--- config.mk ---
export PLATFORM = sky130hd
export DESIGN_NAME = comb_core_pattern_driver
export DESIGN_NICKNAME = d
export VERILOG_FILES = /design/src/rtl/comb_core_pkg.sv /design/src/rtl/comb_core_pattern_driver_lfsr.sv /design/src/rtl/comb_core_pattern_driver.sv
export SDC_FILE = /design/constraint.sdc
export NUM_CORES = 1
export LEC_CHECK = 0
export CAP_MARGIN = 20
export CORE_MARGIN = 5
export CORE_UTILIZATION = 38
export CTS_CLUSTER_DIAMETER = 120
export DETAILED_ROUTE_END_ITERATION = 12
export HOLD_SLACK_MARGIN = 0.03
export PLACE_DENSITY = 0.72
export SYNTH_ARGS = -nofsm -noshare
export SYNTH_HDL_FRONTEND = slang
export SYNTH_SLANG_ARGS = --single-unit
--- constraint.sdc ---
create_clock -name clk_i -period 4.23 [get_ports clk_i]
set_clock_uncertainty 0.1 [all_clocks]
set_input_delay 0.846 -clock clk_i [delete_from_list [all_inputs] [get_ports clk_i]]
set_output_delay 0.846 -clock clk_i [all_outputs]
set_load 0.01 [all_outputs]
--- src/rtl/comb_core_pkg.sv ---
// Shared types and helpers for the combinational-core pattern driver.
// Helpers work on 32-bit containers; callers pass the real width and cast the result.
package comb_core_pkg;

    typedef enum logic [1:0] {StIdle, StSettle, StCapture, StDone} state_e;

    localparam logic [17:0] LfsrPolyDef = 18'h20400;
    localparam logic [15:0] MisrPolyDef = 16'h1021;

    // Fibonacci step: shift left, feedback is the parity of the tapped bits.
    function automatic logic [31:0] lfsr_next(input logic [31:0] pat, input logic [31:0] poly,
                                              input int unsigned w);
        logic [31:0] mask;
        mask = (w >= 32) ? '1 : ((32'h1 << w) - 32'h1);
        return ((pat << 1) | {31'b0, ^(pat & poly & mask)}) & mask;
    endfunction

    function automatic logic [31:0] misr_next(input logic [31:0] sig, input logic b,
                                              input logic [31:0] poly, input int unsigned w);
        logic [31:0] mask;
        logic        fb;
        mask = (w >= 32) ? '1 : ((32'h1 << w) - 32'h1);
        fb   = sig[w-1] ^ b;
        return ((sig << 1) ^ (fb ? poly : 32'h0)) & mask;
    endfunction

endpackage

--- src/rtl/comb_core_pattern_driver_lfsr.sv ---
// Registered pattern LFSR: loads a seed (zero replaced by 1 to avoid lockup) or steps.
module pattern_lfsr
    import comb_core_pkg::*;
#(
    parameter int unsigned       NumIn = 18,
    parameter logic [NumIn-1:0] Poly  = LfsrPolyDef
) (
    input  logic             clk_i,
    input  logic             rst_ni,
    input  logic             load_i,
    input  logic [NumIn-1:0] seed_i,
    input  logic             step_i,
    output logic [NumIn-1:0] pat_o
);

    logic [NumIn-1:0] pat_d, pat_q;

    always_comb begin
        pat_d = pat_q;
        if (load_i) begin
            pat_d = (seed_i == '0) ? NumIn'(1) : seed_i;
        end else if (step_i) begin
            pat_d = NumIn'(lfsr_next(32'(pat_q), 32'(Poly), NumIn));
        end
    end

    always_ff @(posedge clk_i or negedge rst_ni) begin
        if (!rst_ni) begin
            pat_q <= '0;
        end else begin
            pat_q <= pat_d;
        end
    end

    assign pat_o = pat_q;

endmodule

--- src/rtl/comb_core_pattern_driver.sv ---
// Drives an 18-input netlist from an LFSR, holds each pattern SettleCyc cycles, then
// compacts the sampled response into a MISR signature and a saturating ones-count.
module comb_core_pattern_driver
    import comb_core_pkg::*;
#(
    parameter int unsigned       NumIn     = 18,
    parameter logic [NumIn-1:0] LfsrPoly  = LfsrPolyDef,
    parameter int unsigned       SigW      = 16,
    parameter logic [SigW-1:0]  MisrPoly  = MisrPolyDef,
    parameter int unsigned       CntW      = 16,
    parameter int unsigned       SettleCyc = 2
) (
    input  logic             clk_i,
    input  logic             rst_ni,
    input  logic             start_i,
    input  logic             abort_i,
    input  logic [NumIn-1:0] seed_i,
    input  logic [CntW-1:0]  num_patterns_i,
    output logic [NumIn-1:0] pat_out_o,
    input  logic             resp_in_i,
    output logic             busy_o,
    output logic             done_o,
    output logic [CntW-1:0]  ones_count_o,
    output logic [SigW-1:0]  signature_o
);

    localparam int unsigned SetW = (SettleCyc > 1) ? $clog2(SettleCyc) : 1;
    localparam logic [SetW-1:0] SetReload = SetW'(SettleCyc - 1);

    state_e          state_d, state_q;
    logic [SetW-1:0] cnt_d, cnt_q;
    logic [CntW-1:0] idx_d, idx_q;
    logic [CntW-1:0] npat_d, npat_q;
    logic [SigW-1:0] sig_d, sig_q;
    logic [CntW-1:0] ones_d, ones_q;
    logic            busy_d, busy_q;
    logic            lfsr_load, lfsr_step;
    logic [CntW-1:0] idx_inc;

    assign idx_inc = idx_q + CntW'(1);

    always_comb begin
        state_d   = state_q;
        cnt_d     = cnt_q;
        idx_d     = idx_q;
        npat_d    = npat_q;
        sig_d     = sig_q;
        ones_d    = ones_q;
        busy_d    = busy_q;
        lfsr_load = 1'b0;
        lfsr_step = 1'b0;
        unique case (state_q)
            StIdle: begin
                // abort has priority over a simultaneous start
                if (start_i && !abort_i) begin
                    sig_d  = '0;
                    ones_d = '0;
                    idx_d  = '0;
                    if (num_patterns_i != '0) begin
                        lfsr_load = 1'b1;
                        npat_d    = num_patterns_i;
                        busy_d    = 1'b1;
                        cnt_d     = SetReload;
                        state_d   = StSettle;
                    end else begin
                        state_d = StDone;
                    end
                end
            end
            StSettle: begin
                if (abort_i) begin
                    busy_d  = 1'b0;
                    state_d = StIdle;
                end else if (cnt_q == '0) begin
                    state_d = StCapture;
                end else begin
                    cnt_d = cnt_q - SetW'(1);
                end
            end
            StCapture: begin
                if (abort_i) begin
                    busy_d  = 1'b0;
                    state_d = StIdle;
                end else begin
                    sig_d = SigW'(misr_next(32'(sig_q), resp_in_i, 32'(MisrPoly), SigW));
                    if (resp_in_i && (ones_q != '1)) begin
                        ones_d = ones_q + CntW'(1);
                    end
                    idx_d = idx_inc;
                    if (idx_inc == npat_q) begin
                        busy_d  = 1'b0;
                        state_d = StDone;
                    end else begin
                        lfsr_step = 1'b1;
                        cnt_d     = SetReload;
                        state_d   = StSettle;
                    end
                end
            end
            StDone: begin
                state_d = StIdle;
            end
            default: state_d = StIdle;
        endcase
    end

    always_ff @(posedge clk_i or negedge rst_ni) begin
        if (!rst_ni) begin
            state_q <= StIdle;
            cnt_q   <= '0;
            idx_q   <= '0;
            npat_q  <= '0;
            sig_q   <= '0;
            ones_q  <= '0;
            busy_q  <= 1'b0;
        end else begin
            state_q <= state_d;
            cnt_q   <= cnt_d;
            idx_q   <= idx_d;
            npat_q  <= npat_d;
            sig_q   <= sig_d;
            ones_q  <= ones_d;
            busy_q  <= busy_d;
        end
    end

    pattern_lfsr #(
        .NumIn (NumIn),
        .Poly  (LfsrPoly)
    ) u_lfsr (
        .clk_i  (clk_i),
        .rst_ni (rst_ni),
        .load_i (lfsr_load),
        .seed_i (seed_i),
        .step_i (lfsr_step),
        .pat_o  (pat_out_o)
    );

    assign busy_o       = busy_q;
    assign done_o       = (state_q == StDone);
    assign ones_count_o = ones_q;
    assign signature_o  = sig_q;

endmodule

==> metrics.yaml <==
setup_path:
  regToRegStartpoint: "idx_q[0]"
  cp_max_fo: 16
  start_kind: "flip-flop"
  reg2reg_slack_ns: 0.58
  r2r_end: "busy_o"
  reg2regPathDepth: 10
  critPathCaptureType: "flip-flop"
  setup.worst_path.class: "flip-flop to flip-flop"
  cp.required_ns: 4.39
  cp.arrival_ns: 3.80
floorplan:
  die_y_um: 121
  die_area_mm2: 0.0146
  start_util: 0.389
  row_count: 40
  die-width_um: 121
  ios: 91
  core_mm2: 0.0120
power_and_ir_drop:
  leakage_nw: 2.55
  power.density_mw_per_mm2: 540
  vdd_ir_drop_max_v: 0.000312
min_path:
  hold_path_startpoint: "npat_q[0]"
  holdPathEnd: "npat_q[0]"
  hp-class: "flip-flop to flip-flop"
  whs_path_depth: 2
placed_design:
  gp_congestion: 0.843
  dpl_cell_area_mm2: 0.00568
  port_buffers: 90
  dp_hpwl_um: 8840
detailed_routing:
  drt-total-wl_um: 12200
  avgViaCountPerCell: 5.49
  dr.pass1.iters: 4
  ant_nets: 0
  wl_per_cell_um: 16.5
  drc: 0
  drt-initial-drc-count: 272
  num_vias: 4049
synth:
  netlist_top_cells_count: "nand2_1 (89), dfrtp_1 (86), nor2_1 (42), o21ai_0 (37), a21oi_1 (27)"
  ys_ff_latch: 86
  syn_avg_cell_area_um2: 9.25
  ys_top_cells_by_area: "dfrtp_1 (46%), nand2_1 (7.2%), mux2i_1 (4.3%), o21ai_0 (4.0%), nor2_1 (3.4%)"
  ys_types: 56
  synth_top_area_share: 0.461
  async_reset_ff_frac: 1.00
  synth_area_mm2: 0.00467
  synth_top_area_cell: "dfrtp_1"
  yosys_warnings: 0
  synthCells: 505
  ys_seq_area_frac: 0.461
  synthesis.nets: 551
  post-synth-top-count-cell: "nand2_1"
  synth_ff_type: "dfrtp_1"
  synth-edff-count: 0
grt:
  grt_max_degree: 64
  grt_pass1_wl_um: 20300
  grt_overflow_total: 0
  antenna_found_initial: 0
  grt_pass1_vias: 4192
  grt_usage: 0.170
clock_network:
  postCtsSetupBuffers: 0
  cts_resized: 0
  htree_levels: 3
  cts.sinks: 86
  cts.clk_slew.worst_paths_ns: 0.06
  hold_buffers: 0
  clk_latency_ns: 0.34
  cts_root_buffer: "clkbuf_16"
  cts_tree: "yes"
  cts_buffers: 9
  clock_path_buffers: 2
final_layout:
  multi_input_area_mm2: 0.00235
  final_core_util: 0.502
  seq_area_mm2: 0.00215
  final_area_mm2: 0.00603
  area_growth_pct: 29.1
  layout.nets: 632
  drive_gt1_frac: 0.0660
  n_antenna_cell: 0
  fill_cells: 1117
sta:
  setup-violations-final: 0
  final_hold_viol_count: 0
  drv_slew: 0
  min_period_over_period: 0.862
  fin_crit_ns: 3.65
  tightestPinTransition_ns: 0.974
  maxSlewHeadroom: 0.350
  rsz0062_at_grt: "no"
  setup_tns_ns: 0
  hold_slack_ns: 0.406
  fmax_ghz: 0.274
run_status:
  outcome: "finished clean"
run:
  max_cap_viol_count: 0
sequential cells by signal, indices dropped and copies added (netlist names):
signal and count:
u_lfsr.pat_o 18, idx_q 16, signature_o 16, ones_count_o 16, cnt_q 1, busy_o 1, state_q 2, npat_q 16
cells in the final DEF (no fill, tap or decap), types with 2 or more instances in the layout:
master,Yosys,routed
xor2_1,17,17
nor4_2,2,2
clkbuf_16,0,9
and3_1,6,6
clkdlybuf4s50_1,0,89
o31ai_1,8,8
dfrtp_1,86,86
a31oi_1,3,3
and4_1,3,3
a211oi_2,2,2
inv_1,14,14
nand4_2,2,2
o211ai_1,2,2
o22ai_1,2,2
nand3_1,9,9
xnor2_1,18,18
bufinv_16,0,3
buf_4,1,7
a21oi_1,27,27
mux2i_1,20,20
o21ai_0,37,36
nand2b_1,4,4
or3_1,6,6
nand4_1,8,8
nor4_1,10,10
a22o_1,16,16
nor3_2,2,2
nor3_1,6,6
nor2b_1,4,4
and2_1,3,3
nand2_1,89,89
nor2_1,42,42
o21ai_1,3,3
ha_1,7,7
cells by family after synthesis:
kind of cell / Yosys count / synth area share
simple gates: 208 / 0.227
compound gates: 109 / 0.147
flops: 86 / 0.461
buf+inv: 40 / 0.0375
xor+xnor: 35 / 0.0656
mux: 20 / 0.0428
fa+ha+maj: 7 / 0.0187
stage by stage:
stage                     worst slack [ns]  total power [mW]  cells
after detailed placement             0.620              2.35    722
after CTS                            0.624              3.28    738
after floorplan                       1.61              1.86    505
after global routing                 0.256              3.45    738
after global placement               0.805              2.31    722
final                                0.583              3.26    738
how the worst max path moves through the flow:
stage | startpoint | to
floorplan | idx_q[0] | busy_o
global placement | start_i | ones_count_o[13]
detailed placement | idx_q[0] | busy_o
CTS | idx_q[0] | busy_o
global route | idx_q[0] | busy_o
finish | idx_q[0] | busy_o
power by group:
| group | internal [mW] | switching [mW] |
|---|---|---|
| registers | 1.03 | 0.206 |
| logic | 0.544 | 0.555 |
| clock network | 0.594 | 0.325 |
worst max-delay path, cell delays in order, from the launching register on:
cell      delay, ns
dfrtp_1        0.52
ha_1           0.39
nand4_1        0.19
nor2_1         0.56
a311oi_1       0.21
nor4_1         0.37
nor4b_4        0.27
a21oi_2        0.18
buf_4          0.26
nor4_2         0.30
mux2i_1        0.22
layer usage:
metal | part of all wire | global-route usage | up-vias
met1 | 0.43 | 0.213 | 1976
met5 | 0 | 0 | -
met2 | 0.49 | 0.286 | 115
li1 | - | - | 1936
met4 | 0.022 | 0.0637 | 0
met3 | 0.051 | 0.0368 | 22
area by class of cell:
class,instances,area share
clock buffer,11,0.0403
clock inverter,5,0.0176
inverter,14,0.00872
multi-input combinational,379,0.389
sequential,86,0.357
tap,147,0.0305
timing repair buffer,96,0.156
(Power assumes the default switching activity.)
